`config.mk`:
```
export PLATFORM = sky130hd
export DESIGN_NAME = gates_pipe
export DESIGN_NICKNAME = d
export VERILOG_FILES = /design/src/rtl/gates_pipe.sv
export SDC_FILE = /design/constraint.sdc
export NUM_CORES = 1
export LEC_CHECK = 0
export CAP_MARGIN = 5
export CORE_ASPECT_RATIO = 1.1
export CORE_MARGIN = 4
export CORE_UTILIZATION = 55
export CTS_BUF_LIST = sky130_fd_sc_hd__clkbuf_4
export DETAILED_ROUTE_END_ITERATION = 10
export HOLD_SLACK_MARGIN = 0.03
export PLACE_DENSITY = 0.95
export SETUP_SLACK_MARGIN = 0.05
export SLEW_MARGIN = 5
export SYNTH_ARGS = -nofsm -noshare
export SYNTH_HDL_FRONTEND = slang
export SYNTH_SLANG_ARGS = --single-unit
```
`constraint.sdc`:
```
create_clock -name clk -period 5.8 [get_ports clk]
set_input_delay 1.16 -clock clk [delete_from_list [all_inputs] [get_ports clk]]
set_output_delay 1.16 -clock clk [all_outputs]
set_load 0.02 [all_outputs]
```
`src/rtl/gates_pipe.sv`:
```
// gates_pipe: one-stage bitwise logic unit with valid/ready handshake,
// registered result flags and a saturating completed-transaction counter.
module gates_pipe #(
  parameter int WIDTH = 4,
  parameter int CNT_W = 16
) (
  input  logic             clk,
  input  logic             rst,
  input  logic             in_valid,
  output logic             in_ready,
  input  logic [WIDTH-1:0] A,
  input  logic [WIDTH-1:0] B,
  input  logic [2:0]       OP,
  output logic             out_valid,
  input  logic             out_ready,
  output logic [WIDTH-1:0] Y,
  output logic             Y_ZERO,
  output logic             Y_ONES,
  output logic             Y_PAR,
  output logic [CNT_W-1:0] TXN_CNT
);

  localparam logic [CNT_W-1:0] CNT_MAX = '1;

  typedef struct packed {
    logic [WIDTH-1:0] y;
    logic             zero;
    logic             ones;
    logic             par;
  } res_t;

  res_t             res;
  res_t             res_d;
  res_t             res_q;
  logic             vld_d;
  logic             vld_q;
  logic [CNT_W-1:0] cnt_d;
  logic [CNT_W-1:0] cnt_q;
  logic             accept;
  logic             hshake;

  // OP decode into the candidate result and its flags
  always_comb begin
    res.y = '0;
    unique case (OP)
      3'b000: res.y = A & B;
      3'b001: res.y = A | B;
      3'b010: res.y = ~(A & B);
      3'b011: res.y = ~(A | B);
      3'b100: res.y = A ^ B;
      3'b101: res.y = ~(A ^ B);
      3'b110: res.y = ~A;
      3'b111: res.y = B;
      default: res.y = '0;
    endcase
    res.zero = ~|res.y;
    res.ones = &res.y;
    res.par  = ^res.y;
  end

  assign in_ready = !vld_q || out_ready;
  assign accept   = in_valid && in_ready;
  assign hshake   = vld_q && out_ready;

  // next state: accept loads, handshake alone drains, counter saturates
  always_comb begin
    res_d = res_q;
    vld_d = vld_q;
    cnt_d = cnt_q;
    if (accept) begin
      res_d = res;
      vld_d = 1'b1;
    end else if (hshake) begin
      vld_d = 1'b0;
    end
    if (hshake && cnt_q != CNT_MAX) begin
      cnt_d = cnt_q + 1'b1;
    end
  end

  // state registers; reset wins over accept and handshake
  always_ff @(posedge clk) begin
    if (rst) begin
      res_q.y    <= '0;
      res_q.zero <= 1'b1;
      res_q.ones <= 1'b0;
      res_q.par  <= 1'b0;
      vld_q      <= 1'b0;
      cnt_q      <= '0;
    end else begin
      res_q <= res_d;
      vld_q <= vld_d;
      cnt_q <= cnt_d;
    end
  end

  assign out_valid = vld_q;
  assign Y         = res_q.y;
  assign Y_ZERO    = res_q.zero;
  assign Y_ONES    = res_q.ones;
  assign Y_PAR     = res_q.par;
  assign TXN_CNT   = cnt_q;

endmodule

```
======== Yosys cells after proc, flatten, opt, wreduce, memory -nomap -nowiden ========
Index checks and enable logic that the tools add are counted.
cells by class
  add/sub/neg operators ................... 1
  equal/unequal tests ..................... 8
  mux-type cells .......................... 3
  bitwise logic cells ..................... 7
  reductions and logical operators ........ 11
operator list
  cell                                                  count
  one-hot mux 4 bit (8 select lines)                    1
  adder 16 x 1 -> 16 bit (second input constant)        1
  != test 16 bit (second input constant)                1
  NOT 4 bit                                             4
  equality test 3 bit (second input constant)           4
  equality test 3 x 2 -> 1 bit (second input constant)  2
  AND 4 bit                                             1
  bitwise OR 4 bit                                      1
  AND reduction 4 bit                                   1
  OR reduction 4 bit                                    1
  parity 4 bit                                          1
  XOR 4 bit                                             1
  equality test 3 x 1 -> 1 bit (second input constant)  1
  logical AND 1 bit                                     3
  zero test 3 bit                                       1
  zero test 1 bit                                       2
  2-to-1 mux 1 bit                                      2
  nonzero test 2 bit                                    1
  logical OR 1 bit                                      1
storage, ports and cells
  flip-flop bits (word level) ............. 24
  bits of input ports ..................... 15
  output and inout port bits .............. 25
  logic and storage cells ................. 36

======== Depth between registers and ports, before layout ========
Gate-level depths: netlist (run 1).
  depth after elaboration ................. 5
  mapped depth ............................ 9
  mapped depth without buffers ............ 9

======== Worst setup path before layout (run 1) ========
OpenSTA, ideal clock, no wires.
  path kind ............................... in2reg
  from .................................... input OP[1]
  to ...................................... register res_q, in the netlist Y_PAR
  setup time .............................. 86 ps
  data arrival time ....................... 2,786 ps
  data required time ...................... 5,714 ps
  setup slack ............................. 2,929 ps
  stages on the path ...................... 8
  buffers on the path ..................... 2
  path through ............................ buf_2 > buf_2 > nor3_1 > or3b_2 > and2_1 > ha_1 > xnor2_1 > a211oi_1
on the way
  longest elaborated chain between the ends .. 3
  elaborated cells between the ends (all ways) .. 10
  classes of those cells .................. 7 x eq/ne; 1 x mux; 2 x reduce/logical
ends and longest elaborated chain
  item                                               RTL line  RTL
  start, declared                                    13        input logic [2:0] OP,
  equality test 3 bit, or another cell as far along  45        unique case (OP)
  one-hot mux 4 bit (8 select lines) (*)             45
  parity 4 bit (*)                                   58        res.par = ^res.y;
  end signal, assigned                               91        res_q <= res_d;
  end, declared                                      34        res_t res_q;
Mark *: on every way between the ends. The rest lies on a longest branch, timed or not.
A chain may end at the register's enable or synchronous reset.

======== Worst setup path after layout (run 1) ========
  from .................................... input out_ready
  to ...................................... output in_ready
on the way
  longest elaborated chain between the ends .. 1
ends and longest elaborated chain
  item              RTL line  RTL
  start, declared   15        input logic out_ready,
  logical OR 1 bit  61        assign in_ready = !vld_q || out_ready;
  end, declared     10        output logic in_ready,
Every way passes these cells.

==> results of run 1 <==
[power groups by stage]
| stage | Combinational (mW) | Sequential, mW | Clock [mW] |
|---|---|---|---|
| floorplan | 0.0465 | 0.184 | 0 |
| global placement | 0.0814 | 0.178 | 0 |
| detailed placement | 0.0847 | 0.178 | 0 |
| CTS | 0.0848 | 0.174 | 0.0735 |
| global route | 0.0940 | 0.175 | 0.0822 |
| finish | 0.0838 | 0.174 | 0.0725 |
[cell families after synthesis]
logic type      share of synthesized area (%)
simple gates                             27.1
buf+inv                                  6.09
flops                                    29.6
xor+xnor                                 3.24
mux                                      3.24
compound gates                           20.7
fa+ha+maj                                10.0
[state kept, by name (all words and copies together) (netlist names)]
name,count
TXN_CNT,16
Y,4
Y_ONES,1
Y_PAR,1
Y_ZERO,1
out_valid,1
[through the flow]
| stage | std cells | hold slack (ps) | cell area [um^2] | power [mW] |
|---|---|---|---|---|
| 3_5_place_dp | 256 | 447 | 2020 | 0.263 |
| 3_3_place_gp | 256 | 440 | 2020 | 0.259 |
| 4_1_cts | 259 | 466 | 2040 | 0.332 |
| 6_report | 259 | 464 | 2040 | 0.330 |
| 5_1_grt | 259 | 487 | 2040 | 0.351 |
| 2_1_floorplan | 193 | 528 | 1620 | 0.231 |
[worst reg2reg max path, cell delays in order (launching register included)]
cell and delay (ps):
dfxtp_1 430, ha_1 260, nand4_2 270, o41ai_4 640, mux2i_1 250, nor2_1 50
[path summary, 6_finish.rpt]
check	endpoint	from
setup / recovery	in_ready	out_ready
hold / removal	Y_ONES	Y_ONES
hold reg to reg	Y_ONES	Y_ONES
setup reg to reg	TXN_CNT[1]	TXN_CNT[0]
[per-layer routing]
layer	share of wire, %	vias to the layer above
met3	3.3	6
met4	1.5	0
met1	40	719
met5	0	-
li1	-	784
met2	55	30
[Yosys cell counts (all sizes together)]
cell     instances
a21o             1
nor2            12
a2bb2oi          1
xor2             3
dfxtp           24
o211ai           1
mux4             1
nand2b           2
or3b             1
a21oi           12
a311oi           1
a41oi            1
a221oi           1
mux2i            3
buf              4
nand3            7
and3             4
nor4bb           1
nor4             4
a31oi            1
or3              4
clkbuf           5
ha              13
and2             4
inv             16
a211oi           6
and4             1
nor3b            2
nor3             5
a211o            3
or4              6
nand2           10
a32oi            1
o21ai            7
o31ai            5
or2              2
o311ai           2
o41ai            1
nand4            5
o21bai           2
xnor2            3
nor2b            5
[layout make-up]
| type | count | area share, % |
|---|---|---|
| Sequential cell | 24 | 23.6 |
| Inverter | 16 | 2.95 |
| Multi-Input combinational cell | 144 | 51.2 |
| Timing Repair Buffer | 39 | 19.2 |
| Tap cell | 33 | 2.03 |
| Clock buffer | 3 | 1.10 |
==> summary.md, run 1 <==
| Metric | Value |
|---|---|
| Fin worst setup slack | 2140 ps |
| Crit. path cell count | 3 |
| Reg area | 480 um^2 |
| Type of origin of the critical path | input port |
| R2r setup slk | 3780 ps |
| Reg clk slew, reported paths | 130 ps |
| Slowest cell delay on critical path | 620 ps |
| Peak supply drop | 0.0000941 V |
| Unique cell type count in the Yosys netlist | 45 |
| Critical path fanouts, max | 5 |
| Met1 usage | 20.9% |
| Post-DP HPWL | 2770 um |
| Row count | 20 |
| Largest net degree at the start of global routing | 26 |
| Hold Path Class | reg -> reg |
| Power share of the sequential group | 52.7% |
| CTS max path bufs | 2 |
| Die height | 65.0 um |
| Clock power share | 22.0% |
| Cts hold-fix bufs | 0 |
| Final wirelength | 3480 um |
| Die ar. | 3880 um^2 |
| Max-Cap Viols | 0 |
| Area growth from synthesis to layout | 25.6% |
| Number of port buffers | 39 |
| Worst Setup Path Type | in -> out |
| Chip Width | 59.8 um |
| Syn avg cell area | 8.41 um^2 |
| GRT Residual Overflow | 0 |
| Clk sink count | 24 |
| Skew final | 8.68 ps |
| Fillers | 224 |
| Antenna Nets Post-Route | 0 |
| R2R depth | 5 |
| Crit-path cells | clkdlybuf4s50_1, nand2b_1, clkdlybuf4s50_1 |
| Sw frac | 28.4% |
| Min-Delay Path Depth | 2 |
| H-tree depth | 1 |
| Core area | 2800 um^2 |
| Routability cong. | 0.844 |
| Fin. Hold Viols | 0 |
| Psw | 0.0939 mW |
| DR pass1 iterations | 4 |
| 1st-iter DRT viols | 61 |
| Initial core utilization | 57.9% |
| Initial antenna violation count | 0 |
| Util after Layout | 72.7% |
| Layout cells sized above 1 | 4.87% |
| Global Route Usage Sum | 19.5% |
| Vias per cell | 5.94 |
| Synth area leader | dfxtp_1 |
| Worst EP arrival | 2500 ps |
| Static leakage | 0.782 nW |
| Gate power share | 25.4% |
| First-pass GRT wire length | 6070 um |
| Int Pwr | 0.237 mW |
| Multi-input logic area | 1040 um^2 |
| Synthesis-stage register bit count | 24 |
| Skew-Pair Late Insertion Delay | 310 ps |
| Setup TNS | 0 ps |
| Worst path top cell family by delay | buffers and inverters |
| Most frequent cells in the layout | 39 x clkdlybuf4s50_1, 24 x dfxtp_1, 16 x inv_1 |
| Worst Path Required | 4640 ps |
| Most common cell after layout, fill and taps aside | clkdlybuf4s50_1 |
| Vias | 1539 |
| Post-Syn Instances | 193 |
| Syn_nets | 221 |
| Slowest CP cell | clkdlybuf4s50_1 |
| Number of buffers created by CTS | 3 |
| Via count of the first global-routing pass | 1445 |
| Post-CTS setup buffers | 0 |
| Synth Warn # | 0 |
| CP most frequent cell | clkdlybuf4s50_1 |
| Least-Margin Pin Slew | 894 ps |
| Top cell type's share of synthesized area | 29.6% |
| Fin crit period | 3660 ps |
| Met3 Use GR | 1.20% |
| RSZ-0062 raised after global routing | false |
| Crit. End Element | primary output |
| Slew HR | 40.2% |
| Routed wire per std cell | 13.4 um |
| Post-Syn Area | 1620 um^2 |
| DRC errors left | 0 |
| Place WS | 2120 ps |
| Final Max Slew Viols | 0 |
| Resize count post-CTS | 0 |
| Status | finished, final reports clean |
| Fmax achieved | 273 MHz |
| Gr busiest metal | met2 |
| CTS Root Cell | clkbuf_4 |
| Routing usage on met2 | 38.0% |
| Sequential area share after synthesis | 29.6% |
| I/O Pins | 40 |
| # setup viols final | 0 |
| CTS tree | built |
| Crit share post-route | 63.1% |
| Synth area leaders | dfxtp_1 30%, ha_1 10%, a21oi_1 3.7% |
| Antenna cell count | 0 |
| CP bufs+invs | 2 |
| Final net count | 256 |
| Pwr/cell area | 162 nW/um^2 |
Power figures use the tool's default switching activity.
==> inputs of run 2 (changes only) <==
--- a/config.mk
+++ b/config.mk
@@ -8,11 +8,11 @@
 export CAP_MARGIN = 5
 export CORE_ASPECT_RATIO = 1.1
 export CORE_MARGIN = 4
-export CORE_UTILIZATION = 55
+export CORE_UTILIZATION = 51
 export CTS_BUF_LIST = sky130_fd_sc_hd__clkbuf_4
 export DETAILED_ROUTE_END_ITERATION = 10
 export HOLD_SLACK_MARGIN = 0.03
-export PLACE_DENSITY = 0.95
+export PLACE_DENSITY = 0.89
 export SETUP_SLACK_MARGIN = 0.05
 export SLEW_MARGIN = 5
 export SYNTH_ARGS = -nofsm -noshare
==> constraint.sdc (replaced) <==
create_clock -name clk -period 3.6 [get_ports clk]
set_input_delay 0.72 -clock clk [delete_from_list [all_inputs] [get_ports clk]]
set_output_delay 0.72 -clock clk [all_outputs]
set_load 0.02 [all_outputs]
==> run 2 against run 1 <==
Net effect: sequential cell count unchanged; clock skew about the same; global-route usage decreased by 0.96 points; sequential share of layout area decreased by 0.14 points; critical path depth increased by 4; cell count increased by 1.2%; die area increased by 6.8%; via count decreased by 0.84%; clock power increased by 64%; wire length decreased by 2.9%; critical path type is now in -> reg.
==> summary.md, run 2 (synthesis results as in run 1) <==
| Metric | Value |
|---|---|
| Status | finished, final reports clean |
| Critical path fanouts, max | 20 (+15) |
| Area growth from synthesis to layout | 26.4% |
| CTS max path bufs | 2 (unchanged) |
| Die ar. | 4150 um^2 (+6.8%) |
| Number of buffers created by CTS | 3 (unchanged) |
| Util after Layout | 67.3% (-5.4 points) |
| Crit. End Element | flop |
| # setup viols final | 0 (unchanged) |
| Fmax achieved | 356 MHz |
| Vias per cell | 5.82 (-2.0%) |
| Fin worst setup slack | 790 ps (-1350 ps) |
| I/O Pins | 40 (unchanged) |
| Worst Setup Path Type | in -> reg |
| Peak supply drop | 0.000215 V (+130%) |
| Final instance area | 2050 um^2 (+0.61%) |
| Hold Path Class | reg -> reg |
| Setup TNS | 0 ps (unchanged) |
| Fin. Hold Viols | 0 (unchanged) |
| Most common cell after layout, fill and taps aside | clkdlybuf4s50_1 |
| First-pass GRT wire length | 5910 um (-2.6%) |
| Max-Cap Viols | 0 (unchanged) |
| Met3 Use GR | 2.68% (+1.5 points) |
| Power share of the sequential group | 52.5% (-0.2 points) |
| Slew HR | 41.8% (+1.6 points) |
| Max FFs per register | 16 (unchanged) |
| Routability cong. | 0.856 (+1.4%) |
| CTS Root Cell | clkbuf_4 |
| Resize count post-CTS | 0 (unchanged) |
| Crit share post-route | 78.0% |
| Final Max Slew Viols | 0 (unchanged) |
| Met1 usage | 19.3% (-1.6 points) |
| Worst Path Required | 3820 ps (-820 ps) |
| Cts hold-fix bufs | 0 (unchanged) |
| Worst EP arrival | 3030 ps (+530 ps) |
| Skew final | 8.21 ps (-0.470 ps) |
| Skew-Pair Late Insertion Delay | 320 ps (about the same) |
| Gr busiest metal | met2 |
| Gate power share | 25.2% (-0.2 points) |
| Routed wire per std cell | 12.9 um (-4.0%) |
| Die height | 67.2 um (+3.4%) |
| Chip Width | 61.8 um (+3.3%) |
| Sw frac | 28.3% (-0.074 points) |
| Int Pwr | 0.383 mW (+62%) |
| Reg clk slew, reported paths | 130 ps (about the same) |
| GRT Residual Overflow | 0 (unchanged) |
| Place WS | 459 ps (-1660 ps) |
| Routing usage on met2 | 34.9% (-3.0 points) |
| Final total power | 0.535 mW (+62%) |
| Antenna cell count | 0 (unchanged) |
| Global Route Usage Sum | 18.6% (-0.96 points) |
| Core area | 3050 um^2 (+8.7%) |
| Vias | 1526 (-0.84%) |
| Fin crit period | 2810 ps |
| CTS tree | built |
| Layout cells sized above 1 | 5.26% (+0.40 points) |
| Initial antenna violation count | 0 (unchanged) |
| Clk sink count | 24 (unchanged) |
| Initial core utilization | 53.2% (-4.7 points) |
| Type of origin of the critical path | input port |
| Largest net degree at the start of global routing | 26 (unchanged) |
| Least-Margin Pin Slew | 870 ps (-24.1 ps) |
| Placed cell area | 2020 um^2 (+0.43%) |
| DR pass1 iterations | 4 (unchanged) |
| 1st-iter DRT viols | 90 (+48%) |
| Antenna Nets Post-Route | 0 (unchanged) |
| Row count | 21 (+5.0%) |
| Cell total after placement | 258 (+0.78%) |
| Most frequent cells in the layout | 39 x clkdlybuf4s50_1, 24 x dfxtp_1, 16 x inv_1 |
| Static leakage | 0.788 nW (+0.82%) |
| Psw | 0.152 mW (+61%) |
| Post-DP HPWL | 2700 um (-2.4%) |
| Via count of the first global-routing pass | 1448 (+0.21%) |
| RSZ-0062 raised after global routing | false |
| H-tree depth | 1 (unchanged) |
| Layout Cells excl Fill | 262 (+1.2%) |
| Final net count | 257 (+0.39%) |
| Worst hold slack | 470 ps (+6.87 ps) |
| Number of port buffers | 39 (unchanged) |
| Pwr/cell area | 261 nW/um^2 (+61%) |
| DRC errors left | 0 (unchanged) |
| Post-CTS setup buffers | 0 (unchanged) |
| Final wirelength | 3380 um (-2.9%) |
| Clock power share | 22.3% (+0.3 points) |
-- run 2: power by group through the flow --
stage	Combinational, mW	Sequential [mW]	Clock (mW)
2_1_floorplan	0.0750	0.297	0
5_1_grt	0.150	0.283	0.134
6_report	0.135	0.281	0.119
3_3_place_gp	0.132	0.287	0
3_5_place_dp	0.137	0.287	0
4_1_cts	0.137	0.281	0.125
-- run 2: critical path, cell delays in order --
cell and delay (ps):
clkdlybuf4s50_1 860, nor2_1 140, a21o_1 180, mux4_2 490
ha_1 310, xnor2_1 130, a211oi_1 210
-- run 2: final timing paths --
check,startpoint,to,slack (ps),cells past startpoint
worst max-delay path,OP[1],Y_PAR,790,7
worst min-delay path,Y_ONES,Y_ONES,470,2
worst max register to register,TXN_CNT[6],TXN_CNT[1],1570,4
worst min register to register,Y_ONES,Y_ONES,470,2
-- run 2: area by class of cell --
cell class / count / area (um^2)
Multi-Input combinational cell: 144 / 1040
Fill cell: 258 / 997
Sequential cell: 24 / 480
Timing Repair Buffer: 40 / 398
Inverter: 16 / 60.1
Tap cell: 34 / 42.5
Clock buffer: 3 / 22.5
Clock inverter: 1 / 3.75
-- run 2: routing by layer --
| metal | wire length, um | share of wire, % |
|---|---|---|
| met1 | 1340 | 40 |
| met2 | 1850 | 55 |
| met3 | 134 | 4.0 |
| met4 | 58 | 1.7 |
| met5 | 0 | 0 |
==> inputs of run 3 (changes only) <==
--- a/config.mk
+++ b/config.mk
@@ -8,11 +8,11 @@
 export CAP_MARGIN = 5
 export CORE_ASPECT_RATIO = 1.1
 export CORE_MARGIN = 4
-export CORE_UTILIZATION = 51
+export CORE_UTILIZATION = 46
 export CTS_BUF_LIST = sky130_fd_sc_hd__clkbuf_4
 export DETAILED_ROUTE_END_ITERATION = 10
 export HOLD_SLACK_MARGIN = 0.03
-export PLACE_DENSITY = 0.89
+export PLACE_DENSITY = 0.85
 export SETUP_SLACK_MARGIN = 0.05
 export SLEW_MARGIN = 5
 export SYNTH_ARGS = -nofsm -noshare
==> constraint.sdc (replaced) <==
create_clock -name clk -period 2.54 [get_ports clk]
set_input_delay 0.508 -clock clk [delete_from_list [all_inputs] [get_ports clk]]
set_output_delay 0.508 -clock clk [all_outputs]
set_load 0.02 [all_outputs]
==> run 3 against run 2 <==
Net effect: cell count rose by 11%; largest power group unchanged; register-to-register slack got worse by 1100 ps; design area rose by 6.7%; highest routed layer unchanged; largest cell class unchanged.
==> summary.md, run 3 (synthesis results as in run 1) <==
| Metric | Value |
|---|---|
| Peak supply drop | 0.000161 V (-25%) |
| Crit. End Element | flop |
| Sw frac | 28.1% (-0.21 points) |
| Worst Path Required | 2780 ps (-1040 ps) |
| Die height | 70.3 um (+4.7%) |
| Max-Cap Viols | 0 (unchanged) |
| Fin crit period | 2420 ps |
| Static leakage | 0.864 nW (+9.6%) |
| Routed wire per std cell | 12.2 um (-5.1%) |
| CTS Root Cell | clkbuf_4 |
| Antenna cell count | 0 (unchanged) |
| Antenna Nets Post-Route | 0 (unchanged) |
| First-pass GRT wire length | 5980 um (+1.3%) |
| Global Route Usage Sum | 16.2% (-2.4 points) |
| Cts hold-fix bufs | 0 (unchanged) |
| Die ar. | 4540 um^2 (+9.5%) |
| Slew HR | 60.1% (+18 points) |
| Pwr/cell area | 358 nW/um^2 (+37%) |
| Largest net degree at the start of global routing | 15 (-42%) |
| Slowest cell delay on critical path | 480 ps (-380 ps) |
| Row count | 22 (+4.8%) |
| Clock power share | 21.4% (-0.9 points) |
| DRC errors left | 0 (unchanged) |
| Status | finished, final reports clean |
| Slowest CP cell | clkdlybuf4s50_1 |
| Routability cong. | 0.805 (-6.0%) |
| Number of buffers created by CTS | 3 (unchanged) |
| Chip Width | 64.6 um (+4.6%) |
| 1st-iter DRT viols | 69 (-23%) |
| Hold Path Class | reg -> reg |
| Int Pwr | 0.562 mW (+47%) |
| Final net count | 273 (+6.2%) |
| Layout cells sized above 1 | 11.9% (+6.7 points) |
| Skew-Pair Late Insertion Delay | 320 ps (about the same) |
| Util after Layout | 65.1% (-2.2 points) |
| Least-Margin Pin Slew | 596 ps (-273 ps) |
| GRT Residual Overflow | 0 (unchanged) |
| Crit-path cells | clkdlybuf4s50_1, inv_1, ha_1, nor2b_2, nor3_1, or3b_2, and2_1, ha_1, xnor2_1, a211oi_1 |
| I/O Pins | 40 (unchanged) |
| Number of port buffers | 39 (unchanged) |
| Worst Setup Path Type | in -> reg |
| Worst hold slack | 471 ps (+0.328 ps) |
| Fmax achieved | 413 MHz |
| Via count of the first global-routing pass | 1412 (-2.5%) |
| Core area | 3360 um^2 (+10%) |
| Fin. Hold Viols | 0 (unchanged) |
| Max FFs per register | 16 (unchanged) |
| Placed cell area | 2160 um^2 (+6.8%) |
| Critical path fanouts, max | 2 (-90%) |
| DR pass1 iterations | 4 (unchanged) |
| Final Max Slew Viols | 0 (unchanged) |
| Power share of the sequential group | 50.9% (-1.6 points) |
| Initial antenna violation count | 0 (unchanged) |
| # setup viols final | 0 (unchanged) |
| Final instance area | 2190 um^2 (+6.7%) |
| CTS max path bufs | 2 (unchanged) |
| RSZ-0062 raised after global routing | false |
| Psw | 0.220 mW (+45%) |
| Vias per cell | 5.48 (-5.9%) |
| Gate power share | 27.7% (+2.5 points) |
| Crit share post-route | 95.3% |
| Area growth from synthesis to layout | 34.8% |
| Initial core utilization | 48.3% (-4.9 points) |
| Post-DP HPWL | 2840 um (+5.1%) |
| H-tree depth | 1 (unchanged) |
| Reg clk slew, reported paths | 120 ps (about the same) |
| Worst EP arrival | 2660 ps (-370 ps) |
| R2r setup slk | 520 ps (-1050 ps) |
| Clk sink count | 24 (unchanged) |
| Type of origin of the critical path | input port |
| Final wirelength | 3560 um (+5.4%) |
| Most frequent cells in the layout | 39 x clkdlybuf4s50_1, 24 x dfxtp_1, 17 x buf_4 |
| CTS tree | built |
| CP most frequent cell | ha_1 |
| Vias | 1595 (+4.5%) |
| Skew final | 6.14 ps (-2.07 ps) |
| Most common cell after layout, fill and taps aside | clkdlybuf4s50_1 |
-- run 3: per-layer routing --
metal	up-vias	routed length (um)	track usage, %
met2	38	1920	30.6
met4	0	77	8.69
li1	812	-	-
met3	5	160	1.61
met1	740	1410	17.1
met5	-	0	0
-- run 3: power by group through the flow --
stage | clock (mW) | sequential (mW) | combinational (mW)
2_1_floorplan | 0 | 0.421 | 0.106
3_3_place_gp | 0 | 0.406 | 0.213
3_5_place_dp | 0 | 0.407 | 0.219
4_1_cts | 0.171 | 0.398 | 0.219
5_1_grt | 0.192 | 0.400 | 0.239
6_report | 0.167 | 0.398 | 0.217
-- run 3: area by class of cell --
type	count	area [um^2]
Fill cell	298	1170
Multi-Input combinational cell	144	1050
Timing Repair Buffer	56	518
Sequential cell	24	480
Inverter	16	60.1
Tap cell	48	60.1
Clock buffer	3	22.5
-- run 3: final timing paths --
path                    from    endpoint  cells past startpoint
hold reg to reg       Y_ONES      Y_ONES                      2
hold / removal        Y_ONES      Y_ONES                      2
setup / recovery        A[2]       Y_PAR                     10
setup reg to reg  TXN_CNT[0]  TXN_CNT[1]                      5
-- run 3: through the flow --
stage	setup slack (ps)	setup TNS [ps]	power, mW	cells
2_1_floorplan	321	0	0.527	193
5_1_grt	39.3	0	0.831	291
3_5_place_dp	-259	-574	0.626	288
3_3_place_gp	-175	-445	0.619	288
4_1_cts	79.3	0	0.788	291
6_report	119	0	0.782	291
-- run 3: timing repair --
| item | CTS | global route |
|---|---|---|
| gates resized for setup | 0 | 1 |
| setup endpoints to repair | 0 | 1 |
| buffers inserted | 0 | 0 |
-- run 3: worst max-delay path: cells and delay by family --
family	cells	cell delay [ps]
and+or+nand+nor	4	780
buffers and inverters	2	540
adders and majority gates	2	500
AOI/OAI and AO/OA	1	200
xor gates and xnor gates	1	130
